==> config.mk <==
export PLATFORM = sky130hd
export DESIGN_NAME = ldl_fifo_fwft_v1
export DESIGN_NICKNAME = d
export VERILOG_FILES = /design/src/rtl/ldl_fifo_pkg.sv /design/src/rtl/ldl_fwft_buf2_v1.sv /design/src/rtl/ldl_fifo_fwft_v1.sv
export SDC_FILE = /design/constraint.sdc
export NUM_CORES = 1
export LEC_CHECK = 0
export ABC_AREA = 1
export CAP_MARGIN = 20
export CORE_MARGIN = 1.5
export CORE_UTILIZATION = 40
export DETAILED_ROUTE_END_ITERATION = 8
export PLACE_DENSITY = 0.63
export SLEW_MARGIN = 20
export SYNTH_ARGS = -nofsm -noshare
export SYNTH_HDL_FRONTEND = slang
export SYNTH_HIERARCHICAL = 1
export SYNTH_SLANG_ARGS = --single-unit
==> constraint.sdc <==
create_clock -name i_clk -period 3.7 [get_ports i_clk]
set_clock_uncertainty 0.2 [all_clocks]
set_input_delay 0.37 -clock i_clk [delete_from_list [all_inputs] [get_ports i_clk]]
set_output_delay 0.37 -clock i_clk [all_outputs]
set_load 0.02 [all_outputs]
==> src/rtl/ldl_fifo_pkg.sv <==
// Shared types and constants for the FWFT read adapter.
package ldl_fifo_pkg;

  // Read latency of the upstream FIFO port, in cycles.
  localparam int unsigned FWFT_RD_LAT = 1;

  // Output buffer occupancy; the encoding doubles as the occupancy count.
  typedef enum logic [1:0] {
    S0 = 2'd0,
    S1 = 2'd1,
    S2 = 2'd2
  } occ_state_e;

endpackage

==> src/rtl/ldl_fwft_buf2_v1.sv <==
// Two-entry register ring buffer: write pointer advances on push, head advances on pop.
module ldl_fwft_buf2_v1 #(
  parameter int unsigned DW = 8
) (
  input  logic          i_clk,
  input  logic          i_rst_n,
  input  logic          i_push,
  input  logic [DW-1:0] i_din,
  input  logic          i_pop,
  output logic [DW-1:0] o_data
);

  logic [DW-1:0] r_mem [2];
  logic          r_head;
  logic          r_tail;

  always_ff @(posedge i_clk or negedge i_rst_n) begin
    if (!i_rst_n) begin
      r_mem[0] <= '0;
      r_mem[1] <= '0;
      r_head   <= 1'b0;
      r_tail   <= 1'b0;
    end else begin
      if (i_push) begin
        r_mem[r_tail] <= i_din;
        r_tail        <= ~r_tail;
      end
      if (i_pop) begin
        r_head <= ~r_head;
      end
    end
  end

  // Output is selected among flops only; din never reaches it combinationally.
  assign o_data = r_mem[r_head];

endmodule

==> src/rtl/ldl_fifo_fwft_v1.sv <==
// Converts a 1-cycle-latency FIFO read port into a first-word-fall-through valid/ready stream.
// Optional stall counter enabled by defining LDL_FIFO_FWFT_STAT_EN.
module ldl_fifo_fwft_v1
  import ldl_fifo_pkg::*;
#(
  parameter int unsigned DW   = 8,
  parameter int unsigned SKID = 2
) (
  input  logic          i_clk,
  input  logic          i_rst_n,
  input  logic          i_empty,
  output logic          o_re,
  input  logic [DW-1:0] i_din,
  output logic          o_m_valid,
  input  logic          i_m_ready,
  output logic [DW-1:0] o_m_data,
  output logic [1:0]    o_occ
`ifdef LDL_FIFO_FWFT_STAT_EN
  ,
  output logic [15:0]   o_stall_cnt
`endif
);

  if (SKID != 2 || FWFT_RD_LAT != 1) begin : g_cfg_err
    $error("ldl_fifo_fwft_v1: only SKID=2 with a 1-cycle read latency is supported");
  end

  occ_state_e r_state;
  logic       r_inflight;
  logic       r_m_valid;
  logic       r_run;
  logic       w_pop;
  logic [2:0] w_level;

  assign w_pop   = r_m_valid & i_m_ready;
  // Projected occupancy after this cycle; pop implies occ >= 1 so no wrap.
  assign w_level = {1'b0, r_state} + {2'b00, r_inflight} - {2'b00, w_pop};
  // r_run holds re low from reset until the first edge after release.
  assign o_re    = r_run & ~i_empty & (w_level < 3'd2);

  always_ff @(posedge i_clk or negedge i_rst_n) begin
    if (!i_rst_n) begin
      r_state    <= S0;
      r_inflight <= 1'b0;
      r_m_valid  <= 1'b0;
      r_run      <= 1'b0;
    end else begin
      r_run      <= 1'b1;
      r_inflight <= o_re;
      unique case (r_state)
        S0: begin
          if (r_inflight) begin
            r_state   <= S1;
            r_m_valid <= 1'b1;
          end
        end
        S1: begin
          if (r_inflight && !w_pop) begin
            r_state <= S2;
          end else if (!r_inflight && w_pop) begin
            r_state   <= S0;
            r_m_valid <= 1'b0;
          end
        end
        S2: begin
          if (w_pop) begin
            r_state <= S1;
          end
        end
        default: begin
          r_state   <= S0;
          r_m_valid <= 1'b0;
        end
      endcase
    end
  end

  a_no_overflow: assert property (@(posedge i_clk) disable iff (!i_rst_n)
    !(r_state == S2 && r_inflight && !w_pop));

  ldl_fwft_buf2_v1 #(
    .DW (DW)
  ) u_buf (
    .i_clk   (i_clk),
    .i_rst_n (i_rst_n),
    .i_push  (r_inflight),
    .i_din   (i_din),
    .i_pop   (w_pop),
    .o_data  (o_m_data)
  );

  assign o_m_valid = r_m_valid;
  assign o_occ     = r_state;

`ifdef LDL_FIFO_FWFT_STAT_EN
  logic [15:0] r_stall_cnt;

  always_ff @(posedge i_clk or negedge i_rst_n) begin
    if (!i_rst_n) begin
      r_stall_cnt <= 16'd0;
    end else if (r_m_valid && !i_m_ready && (r_stall_cnt != 16'hFFFF)) begin
      r_stall_cnt <= r_stall_cnt + 16'd1;
    end
  end

  assign o_stall_cnt = r_stall_cnt;
`endif

endmodule

Word-level counts from Yosys, hierarchy flattened --
Index checks and enable logic that the tools add are counted.
Storage, ports and cells: bits in registers 23, bits of input ports 12, output and inout port bits 12, word-level logic and storage cells 53
Operators by class: add/sub/neg operators 2, $lt $le $gt $ge 4, equality and inequality tests 7, mux-type cells 15, bitwise operators 9, reduce and logical (&&, ||, !) cells 8
Operators with widths (number):
- 2-to-1 mux 8 bit | 4
- bitwise mux 16 bit | 1
- demux 8 bit (select 1 bit) | 1
- 2-to-1 mux 2 bit | 4
- inequality test 2 bit (second input constant) | 4
- one-hot mux 2 bit (3 select lines) | 1
- greater-or-equal comparator 2 bit (second input constant) | 2
- NOT 1 bit | 4
- NOT 1 -> 2 bit | 2
- AND reduction 4 bit | 1
- adder 2 x 1 -> 3 bit | 1
- AND 1 bit | 3
- logical AND 1 bit | 3
- < comparator 3 x 2 -> 1 bit (second input constant) | 1
- 2-to-1 mux 1 bit | 3
- inequality test 3 bit (second input constant) | 1
- one-hot mux 1 bit (3 select lines) | 1
- AND reduction 3 bit | 1
- subtractor 3 x 1 -> 3 bit | 1
- == test 2 x 1 -> 1 bit (second input constant) | 1
- == test 2 bit (second input constant) | 1
- zero test 1 bit | 2
- zero test 2 bit | 1
- < comparator 2 x 1 -> 1 bit (second input constant) | 1

Depth between registers and ports, before layout --
Gate-level depths: netlist of run 1.
depth after elaboration 6, mapped depth 6, depth with buffers taken out 6

By module --
Netlist of run 1, hierarchy kept.
Modules (own cells, without submodules):
- ldl_fwft_buf2_v1 | instances 1, cells an instance 100, area an instance 842.1 um^2, sequential area each 450.4 um^2
- ldl_fifo_fwft_v1 | instances 1, cells an instance 35, area an instance 290.3 um^2, sequential area each 125.1 um^2

Least setup slack after synthesis of run 1 --
OpenSTA, ideal clock, no wires.
path type reg-to-output, start point register r_m_valid (netlist: o_m_valid), end point output port o_re, arrival 2.221 ns, data required time 3.130 ns, setup slack 0.909 ns, stages on the path, launching flop included 7, path buffers 0, path through dfrtp_1 -> nand2_1 -> ha_1 -> or2_2 -> fa_1 -> nand2_1 -> nor3_1
On the way: cells in the longest elaborated chain, start to end 4
RTL lines:
- start, declared | RTL line ldl_fifo_fwft_v1.sv:30 | logic r_m_valid;
- start signal, assigned | RTL line ldl_fifo_fwft_v1.sv:45 | r_m_valid <= 1'b0;
- start signal, assigned | RTL line ldl_fifo_fwft_v1.sv:54 | r_m_valid <= 1'b1;
- start signal, assigned | RTL line ldl_fifo_fwft_v1.sv:62 | r_m_valid <= 1'b0;
- AND 1 bit | RTL line ldl_fifo_fwft_v1.sv:35 | assign w_pop = r_m_valid & i_m_ready;
- subtractor 3 x 1 -> 3 bit | RTL line ldl_fifo_fwft_v1.sv:37 | assign w_level = {1'b0, r_state} + {2'b00, r_inflight} - {2'b00, w_pop};
- < comparator 3 x 2 -> 1 bit | RTL line ldl_fifo_fwft_v1.sv:39 | assign o_re = r_run & ~i_empty & (w_level < 3'd2);
- AND 1 bit | RTL line ldl_fifo_fwft_v1.sv:39
- end, declared | RTL line ldl_fifo_fwft_v1.sv:12 | output logic o_re,
No other way between the ends.

Final worst setup path of run 1 --
start point input port i_m_ready, end point output port o_re
On the way: cells in the longest elaborated chain, start to end 4
RTL lines:
- start, declared | RTL line ldl_fifo_fwft_v1.sv:15 | input logic i_m_ready,
- AND 1 bit | RTL line ldl_fifo_fwft_v1.sv:35
- subtractor 3 x 1 -> 3 bit | RTL line ldl_fifo_fwft_v1.sv:37
- < comparator 3 x 2 -> 1 bit | RTL line ldl_fifo_fwft_v1.sv:39
- AND 1 bit | RTL line ldl_fifo_fwft_v1.sv:39
No other way between the ends.

==> impl_results.md, run 1 <==
* Die height at approximately 56 µm
* CP Class: in2out
* Vias in the first global route at ~900
* Slew margin rel. at 0.6414
* Area contributors post-synth: dfrtp_1, nand2_1, nand3_1, o21ai_1, inv_1
* Diode count at 0
* Area grow syn2layout at 22.65%
* DRC Markers at 0
* Via/cell ratio at slightly below 5
* Standard-cell rows at 19
* Skew-Pair Late Insertion Delay at 300 ps
* DRT Pass-1 Iters at 4
* Via count at just over 900
* Syn_nets at roughly 150
* Post-route ant nets at 0
* Fmax at 284.7 MHz
* Clock period minus worst slack at about 3500 ps
* Starting Density at 0.4178
* Wire per inst at ~11 µm
* Slew @ Worst Pin at approximately 540 ps
* Worst EP required at between 3000 and 4000 ps
* RSZ-0062 raised after global routing: false
* Grt ovf at 0
* Num Clock Sinks at 23
* Root Buffer: clkbuf_4
* Worst setup EP type: primary output
* Largest net degree at the start of global routing at 24
* Fillcell total at around 280
* Final setup vio count at 0
* Maximum vdd drop at 428.2 µV
* Synth warn at 6
* Number of max-cap violations at 0
* Lkg Pwr at ~0.72 nW
* Area fraction of the dominant cell type after synthesis at 0.5083
* CTS tree: yes
* Htree depth at 1
* Reg clk slew, reported paths at 120 ps
* #FFs+latches synth at 23
* Io pins at 24
* DP HPWL at approximately 1500 µm
* Core Area at 2710 µm²
* Fin crit share at 0.9492
* Worst min path class: reg2reg
* Final Hold Fails at 0
* Mapped cell area at 1132 µm²
* Initial antenna violation count at 0
* Syn_area_per_cell at 8.388 µm²
* Setup TNS at 0 ps
* RePlAce Congestion at around 0.74
* Seq/Total Area, Yosys at 0.5083
* Nature of the critical path startpoint: input pin
* GR Util All Layers at 0.1496
* Post-synthesis cell type count at 20
* Post-Synthesis Cells at 135
* CTS buffer count at 3
* Detailed Route WL at 2156 µm
* Final Slew Violations at 0
* Port Buf Inserts at 23
* Post-CTS Repair Setup Buffers at 0
* Post-CTS Resized at 0
* Cell Pwr Density at slightly below 900 nW/µm²
* First-pass GRT wire length at roughly 3800 µm
* Die width at 56.21 µm
* Final Util at 0.5125
* Die area at around 3200 µm²
* Synth area leader: dfrtp_1
* Status: complete, no violations
* Power consumption at between 0.001 and 0.0015 W
* Layout net count at around 170
* Layout cells sized above 1 at 0.07547
* Max clock buf depth at 2
* Worst Path Max Fanout at 3
* Crit path DAT at between 2000 and 3000 ps
* DRT iter0 DRCs at 17
[registers in the layout (all words and copies together) (netlist names)]
name and cells:
u_buf/r_tail 1, o_occ 2, u_buf/r_mem 16, o_m_valid 1, u_buf/r_head 1, r_inflight 1
r_run 1
[final timing paths]
kind / from / endpoint / slack [ps] / depth (start not counted)
max: i_m_ready / o_re / 190 / 8
min: u_buf/r_mem[3] / u_buf/r_mem[3] / 280 / 2
max reg2reg: o_m_valid / r_inflight / 1540 / 6
min reg2reg: u_buf/r_mem[3] / u_buf/r_mem[3] / 280 / 2
max in group asynchronous: i_rst_n / u_buf/r_mem[12] / 2620 / 2
min in group asynchronous: i_rst_n / u_buf/r_tail / 350 / 2
[cell families after synthesis]
kind of cell,synth area share
buffers and inverters,0.09613
flip-flops,0.5083
XOR/XNOR,0.02321
AND/OR/NAND/NOR,0.2895
adder cells (fa/ha/maj),0.02873
AO/OA/AOI/OAI,0.05083
other,0.003312
[layout by cell type (no fill, tap or decap), drive strengths merged]
cell,count
fa,1
o21ai,10
inv,15
nor2,1
nor3,1
dfrtp,23
buf,2
nand3,22
clkbuf,3
o21bai,1
clkdlybuf4s50,22
xor2,3
clkinv,1
dlygate4sd3,1
conb,1
nand2,50
or2,1
ha,1
[metrics by stage]
step           worst slack, ps  instance area (µm²)  instances  hold WS (ps)
4_1_cts                  178.2                 1384        189         288.9
6_report                 187.9                 1389        190         284.0
5_1_grt                  88.79                 1389        190         313.8
3_5_place_dp             184.8                 1356        185         258.4
3_3_place_gp             240.0                 1356        185         254.1
2_1_floorplan            908.7                 1132        135        -125.6
[area by class of cell]
type,instances,area (µm²),share of cell area
Sequential cell,23,575.6,0.4144
Multi-Input combinational cell,92,447.9,0.3225
Timing Repair Buffer,25,242.7,0.1748
Inverter,15,56.30,0.04054
Tap cell,31,38.79,0.02793
Clock buffer,3,22.52,0.01622
Clock inverter,1,5.005,0.003604
[power by group]
group,internal [W],total (W),switching (W)
clock network,0.0000403,0.000114,0.0000737
registers,0.000368,0.000484,0.000116
logic,0.000285,0.000636,0.000351
total,0.000693,0.00123,0.000541
[per-layer routing]
layer / wire (µm) / part of all wire / up-vias / GRT usage
li1: - / - / 469 / -
met1: 972 / 0.45 / 436 / 0.1910
met2: 1021 / 0.47 / 26 / 0.2504
met3: 145 / 0.067 / 2 / 0.03256
met4: 17 / 0.0079 / 0 / 0.05102
met5: 0 / 0 / - / 0
[synthesized netlist by cell type]
master	instances
buf_4	2
buf_6	2
buf_8	1
conb_1	1
dfrtp_1	23
fa_1	1
ha_1	1
inv_1	13
inv_2	2
nand2_1	48
nand2_2	1
nand2_4	1
nand3_1	21
nand3_2	1
nor2_1	1
nor3_1	1
o21ai_1	10
o21bai_1	1
or2_2	1
xor2_1	3
[worst max-delay path, stage by stage]
cell and delay, ps:
clkdlybuf4s50_1 470, nand2_1 90, ha_1 290, or2_2 310, fa_1 490, nand2_1 50, nor3_1 220, clkdlybuf4s50_1 650
[timing repair]
item,in CTS,in global routing
setup endpoints to repair,0,0
hold endpoints to repair,0,23
hold buffers,0,1
(Power assumes the default switching activity.)
==> run 2, diff against run 1 <==
==> constraint.sdc (replaced) <==
create_clock -name i_clk -period 4 [get_ports i_clk]
set_clock_uncertainty 0.2 [all_clocks]
set_input_delay 0.4 -clock i_clk [delete_from_list [all_inputs] [get_ports i_clk]]
set_output_delay 0.4 -clock i_clk [all_outputs]
set_load 0.02 [all_outputs]
==> run 2 against run 1 <==
Against the previous run:
- cell area did not move
- combinational power fell by 6.9%
- worst setup slack improved by 250 ps
- clock-buffer cell count did not move
- global-route usage up 0.15 points
- sequential share of layout area unchanged
- first-iteration DRC count is 53% higher
- die area did not move
- sequential cell count unchanged
- sequential power down 7.6%
- final cell count unchanged
- wire length increased by 0.14%
- critical path type unchanged
==> impl_results.md, run 2 (synthesized netlist as in run 1, its figures left out) <==
* Status: complete, no violations
* Most frequent cells in the layout: nand2_1, dfrtp_1, clkdlybuf4s50_1
* Reg clk slew, reported paths at 120 ps (about the same)
* CTS buffer count at 3 (unchanged)
* CP Class: in2out
* Post-CTS Resized at 0 (unchanged)
* Max clock buf depth at 2 (unchanged)
* Final Slew Violations at 0 (unchanged)
* CTS tree: yes
* Port Buf Inserts at 23 (unchanged)
* Num Clock Sinks at 23 (unchanged)
* Worst path cell trace: clkdlybuf4s50_1, nand2_1, ha_1, or2_2, fa_1, nand2_1, nor3_1, clkdlybuf4s50_1
* Worst min path class: reg2reg
* Detailed Route WL at 2159 µm (+0.14%)
* Area grow syn2layout at 22.65% (unchanged)
* DP HPWL at 1496 µm (+0.64%)
* Largest reg by FF count: u_buf/r_mem
* Root Buffer: clkbuf_4
* Skew-Pair Late Insertion Delay at 310 ps (about the same)
* RePlAce Congestion at 0.7425 (-0.17%)
* Max reg flops at 16 (unchanged)
* Final Util at 0.5125 (unchanged)
* DRT iter0 DRCs at 26 (+9)
* Core Area at 2710 µm² (unchanged)
* Via count at 942 (+0.96%)
* Fmax at 280.5 MHz
* Die width at 56.21 µm (unchanged)
* Htree depth at 1 (unchanged)
* Layout net count at 174 (unchanged)
* Worst Path Max Fanout at 3 (unchanged)
* Setup TNS at 0 ps (unchanged)
* Most common cell after layout, fill and taps aside: nand2_1
* Diode count at 0 (unchanged)
* DRC Markers at 0 (unchanged)
* Worst EP required at 3400 ps (+270 ps)
* Slowest Stage Delay on Critical Path at 650 ps (about the same)
* Maximum vdd drop at 393.7 µV (-8.1%)
* Worst setup EP type: primary output
* Lkg Pwr at 0.7194 nW (unchanged)
* Slew margin rel. at 0.6414 (about the same)
* Wire per inst at 11.36 µm (+0.14%)
* Slew @ Worst Pin at 537.8 ps (-0.1080 ps)
* Via/cell ratio at 4.958 (+0.96%)
* GR Util All Layers at 0.1512 (+0.001541)
* DRT Pass-1 Iters at 5 (+1)
* Crit path DAT at 2960 ps (+20 ps)
* Clock period minus worst slack at around 3600 ps
* Post-route ant nets at 0 (unchanged)
* Standard-cell rows at 19 (unchanged)
* Layout cells sized above 1 at 0.07547 (unchanged)
* Initial antenna violation count at 0 (unchanged)
* Final setup vio count at 0 (unchanged)
* Vias in the first global route at 886 (-1.9%)
* Slowest CP cell: clkdlybuf4s50_1
* Fin crit share at 0.8911
* Cell Pwr Density at 824.2 nW/µm² (-7.2%)
* RSZ-0062 raised after global routing: false
* Die height at 56.21 µm (unchanged)
* Grt ovf at 0 (unchanged)
* Post-route cell area at 1389 µm² (unchanged)
* Post-CTS Repair Setup Buffers at 0 (unchanged)
* Number of max-cap violations at 0 (unchanged)
* Starting Density at 0.4178 (unchanged)
* Worst path bufs/invs at 2 (unchanged)
* Nature of the critical path startpoint: input pin
* Io pins at 24 (unchanged)
* Dpl cell area at 1356 µm² (unchanged)
* Largest net degree at the start of global routing at 24 (unchanged)
* First-pass GRT wire length at 3760 µm (-0.19%)
* Crit-path leading delay family: buffers and inverters
* Die area at 3159 µm² (unchanged)
* Final Hold Fails at 0 (unchanged)
run 2: cell counts in the layout (fill, tap and decap cells not counted):
No cell type changed its count.
run 2: what timing repair did:
item	CTS	global route
endpoints found under the hold margin	0	23
hold buffers	0	1
endpoints found under the setup margin	0	0
run 2: layout make-up:
cell class              count  area, µm²
inverters                  15      56.30
repair buffers             25      242.7
flip-flops and latches     23      575.6
fillers                   278       1321
multi-input cells          92      447.9
clock inverters             1      5.005
well taps                  31      38.79
clock buffers               3      22.52
run 2: worst paths after layout:
path                            depth (start not counted)            from              end  slack (ps)
worst max-delay path                                    8       i_m_ready             o_re         440
max in group asynchronous                               2         i_rst_n  u_buf/r_mem[13]        2890
worst min-delay path                                    2  u_buf/r_mem[3]   u_buf/r_mem[3]         280
min in group asynchronous                               2         i_rst_n     u_buf/r_tail         370
worst min register to register                          2  u_buf/r_mem[3]   u_buf/r_mem[3]         280
worst max register to register                          6       o_m_valid       r_inflight        1850
run 2: power by group:
part	total, W	switching (W)	internal (W)
clock	0.000106	0.0000684	0.0000373
sequential	0.000447	0.000107	0.000340
combinational	0.000592	0.000329	0.000263
run 2: per-stage QoR:
stage	power, W	setup WS, ps	instances	hold slack, ps
final	0.001145	435.5	190	281.2
after global placement	0.001036	479.7	185	254.1
after floorplan	0.0008488	1179	135	-95.59
after detailed placement	0.001051	447.3	185	258.4
after CTS	0.001159	428.2	189	288.7
after global routing	0.001249	331.5	190	313.9
run 2: tightest hold or removal path, stage by stage, from the launching register on:
cell and delay (ps):
dfrtp_1 360, nand2_1 50, nand2_1 40
run 2: routing by layer:
| metal | GRT usage | routed length (µm) |
|---|---|---|
| met1 | 0.1898 | 971 |
| met2 | 0.2504 | 1061 |
| met3 | 0.03488 | 107 |
| met4 | 0.06122 | 19 |
| met5 | 0 | 0 |
==> run 3, diff against run 2 <==
--- a/config.mk
+++ b/config.mk
@@ -9,6 +9,7 @@
 export CAP_MARGIN = 20
 export CORE_MARGIN = 1.5
 export CORE_UTILIZATION = 40
+export CTS_BUF_LIST = sky130_fd_sc_hd__clkbuf_8
 export DETAILED_ROUTE_END_ITERATION = 8
 export PLACE_DENSITY = 0.63
 export SLEW_MARGIN = 20
==> run 3 against run 2 <==
Against the previous run:
- largest cell class unchanged
- maximum frequency about the same
- combinational power hardly changed
- sequential power about the same
- sequential cell count unchanged
- die area unchanged
- wire length about the same
- clock-buffer cell count did not move
- critical path depth unchanged
- non-clock buffer count unchanged
==> impl_results.md, run 3 (synthesized netlist as in run 1, its figures left out) <==
* DRT iter0 DRCs at 22 (-15%)
* Reg clk slew, reported paths at 80 ps (-40 ps)
* Die area at 3159 µm² (unchanged)
* DRT Pass-1 Iters at 4 (-1)
* DP HPWL at 1496 µm (unchanged)
* Worst setup EP type: primary output
* Inst Count DP at 185 (unchanged)
* Post-CTS Resized at 0 (unchanged)
* Hold_buf cts at 0 (unchanged)
* Die width at 56.21 µm (unchanged)
* CTS tree: yes
* Initial antenna violation count at 0 (unchanged)
* Root Buffer: clkbuf_8
* Worst path cell trace: clkdlybuf4s50_1, nand2_1, ha_1, or2_2, fa_1, nand2_1, nor3_1, clkdlybuf4s50_1
* Number of max-cap violations at 0 (unchanged)
* Layout net count at 174 (unchanged)
* Fin crit share at 0.8914 (about the same)
* Wire per inst at 11.37 µm (about the same)
* Hold worst-path end: u_buf/r_mem[3]
* Dpl cell area at 1356 µm² (unchanged)
* Standard-cell rows at 19 (unchanged)
* Flop2flop setup slack at 1850 ps (about the same)
* Via count at 931 (-1.2%)
* Crit-path leading delay family: buffers and inverters
* Power consumption at 0.001180 W (+3.1%)
* Worst EP required at 3400 ps (about the same)
* CP Class: in2out
* Grt ovf at 0 (unchanged)
* Most frequent cells in the layout: nand2_1, dfrtp_1, clkdlybuf4s50_1
* Worst path bufs/invs at 2 (unchanged)
* Most common cell after layout, fill and taps aside: nand2_1
* Post-route cell area at 1408 µm² (+1.4%)
* Slew @ Worst Pin at 528.8 ps (-8.993 ps)
* CTS buffer count at 3 (unchanged)
* Maximum vdd drop at 398.6 µV (+1.2%)
* Fmax at 280.5 MHz (about the same)
* Vias in the first global route at 883 (-0.34%)
* RePlAce Congestion at 0.7425 (unchanged)
* Hold Path Origin: u_buf/r_mem[3]
* Slew margin rel. at 0.6474 (+0.005995)
* P_int at 0.0006738 W (+5.1%)
* RSZ-0062 raised after global routing: false
* Layout cells sized above 1 at 0.07547 (unchanged)
* Core Area at 2710 µm² (unchanged)
* Htree depth at 1 (unchanged)
* Largest net degree at the start of global routing at 24 (unchanged)
* Worst hold stages at 2 (unchanged)
* Final Hold Fails at 0 (unchanged)
* DRC Markers at 0 (unchanged)
* Starting Density at 0.4178 (unchanged)
* Final setup vio count at 0 (unchanged)
* Combinational power share at 0.500 (-0.017)
* Clock period minus worst slack at 3565 ps (+0.9220 ps)
* Cell Pwr Density at 838.2 nW/µm² (+1.7%)
* Num Clock Sinks at 23 (unchanged)
* Worst Path Max Fanout at 3 (unchanged)
* GR Util All Layers at 0.1497 (-0.001468)
* Lkg Pwr at 0.7272 nW (+1.1%)
* Die height at 56.21 µm (unchanged)
* Via/cell ratio at 4.900 (-1.2%)
* Reg2reg path depth at 6 (unchanged)
* Sequential share of power at 0.380 (-0.011)
* Post-CTS Repair Setup Buffers at 0 (unchanged)
* Io pins at 24 (unchanged)
* Final Slew Violations at 0 (unchanged)
* Post-route ant nets at 0 (unchanged)
* First-pass GRT wire length at 3726 µm (-0.90%)
* Area grow syn2layout at 24.31%
* Detailed Route WL at 2161 µm (about the same)
* Skew-Pair Late Insertion Delay at 260 ps (-50 ps)
* Switch share at 0.4289 (-0.01124)
* Slowest CP cell: clkdlybuf4s50_1
* Sw power at 0.0005060 W (+0.44%)
* Reg2Reg Launch Point: o_m_valid
* Nature of the critical path startpoint: input pin
* Max clock buf depth at 2 (unchanged)
* Fillcell total at 277 (-0.36%)
* Share of power burned in the clock network at 0.121 (+0.029)
* Worst min path class: reg2reg
* Status: complete, no violations
* Setup TNS at 0 ps (unchanged)
* Crit path DAT at 2970 ps (about the same)
* Diode count at 0 (unchanged)
* Slowest Stage Delay on Critical Path at 650 ps (about the same)
* Largest reg by FF count: u_buf/r_mem
* RR Endpoint: r_inflight
* Port Buf Inserts at 23 (unchanged)
* Finished Layout Cells at 190 (unchanged)
* Max reg flops at 16 (unchanged)
-- run 3: per-stage QoR --
| stage | worst slack [ps] | hold WS (ps) | utilization |
|---|---|---|---|
| floorplan | 1179 | -95.59 | - |
| global placement | 479.7 | 254.1 | 0.5005 |
| detailed placement | 447.3 | 258.4 | 0.5005 |
| CTS | 428.2 | 278.4 | 0.5175 |
| global route | 331.5 | 301.7 | 0.5194 |
| finish | 434.6 | 273.5 | 0.5194 |
-- run 3: power by group through the flow --
stage                     logic [W]  clock network (W)  registers, W
final                      0.000590           0.000142      0.000448
after detailed placement   0.000598                  0      0.000453
after CTS                  0.000598           0.000147      0.000450
after global routing       0.000657           0.000159      0.000468
after global placement     0.000587                  0      0.000449
after floorplan            0.000434                  0      0.000415
-- run 3: worst reg2reg max path, delay by kind of cell, from the launching register on --
kind,cells,cell delay [ps]
simple gates,4,680
fa+ha+maj,2,780
flops,1,400
-- run 3: final cells by class --
type | count | area (µm²) | share of cell area
inverters | 15 | 56.30 | 0.04000
flip-flops and latches | 23 | 575.6 | 0.4089
well taps | 31 | 38.79 | 0.02756
repair buffers | 25 | 242.7 | 0.1724
clock buffers | 3 | 41.29 | 0.02933
multi-input cells | 92 | 447.9 | 0.3182
clock inverters | 1 | 5.005 | 0.003556
-- run 3: layer usage --
metal / up-vias / track usage / routed length, µm
li1: 468 / - / -
met2: 24 / 0.2471 / 1050
met5: - / 0 / 0
met1: 437 / 0.1868 / 975
met4: 0 / 0.06463 / 13
met3: 2 / 0.03488 / 121
-- run 3: worst max-delay path by stage --
stage | startpoint | to | slack (ps) | depth (start not counted)
floorplan | o_m_valid | o_re | 1180 | 6
global placement | i_m_ready | o_re | 480 | 8
detailed placement | i_m_ready | o_re | 450 | 8
CTS | i_m_ready | o_re | 430 | 8
global route | i_m_ready | o_re | 330 | 8
finish | i_m_ready | o_re | 430 | 8
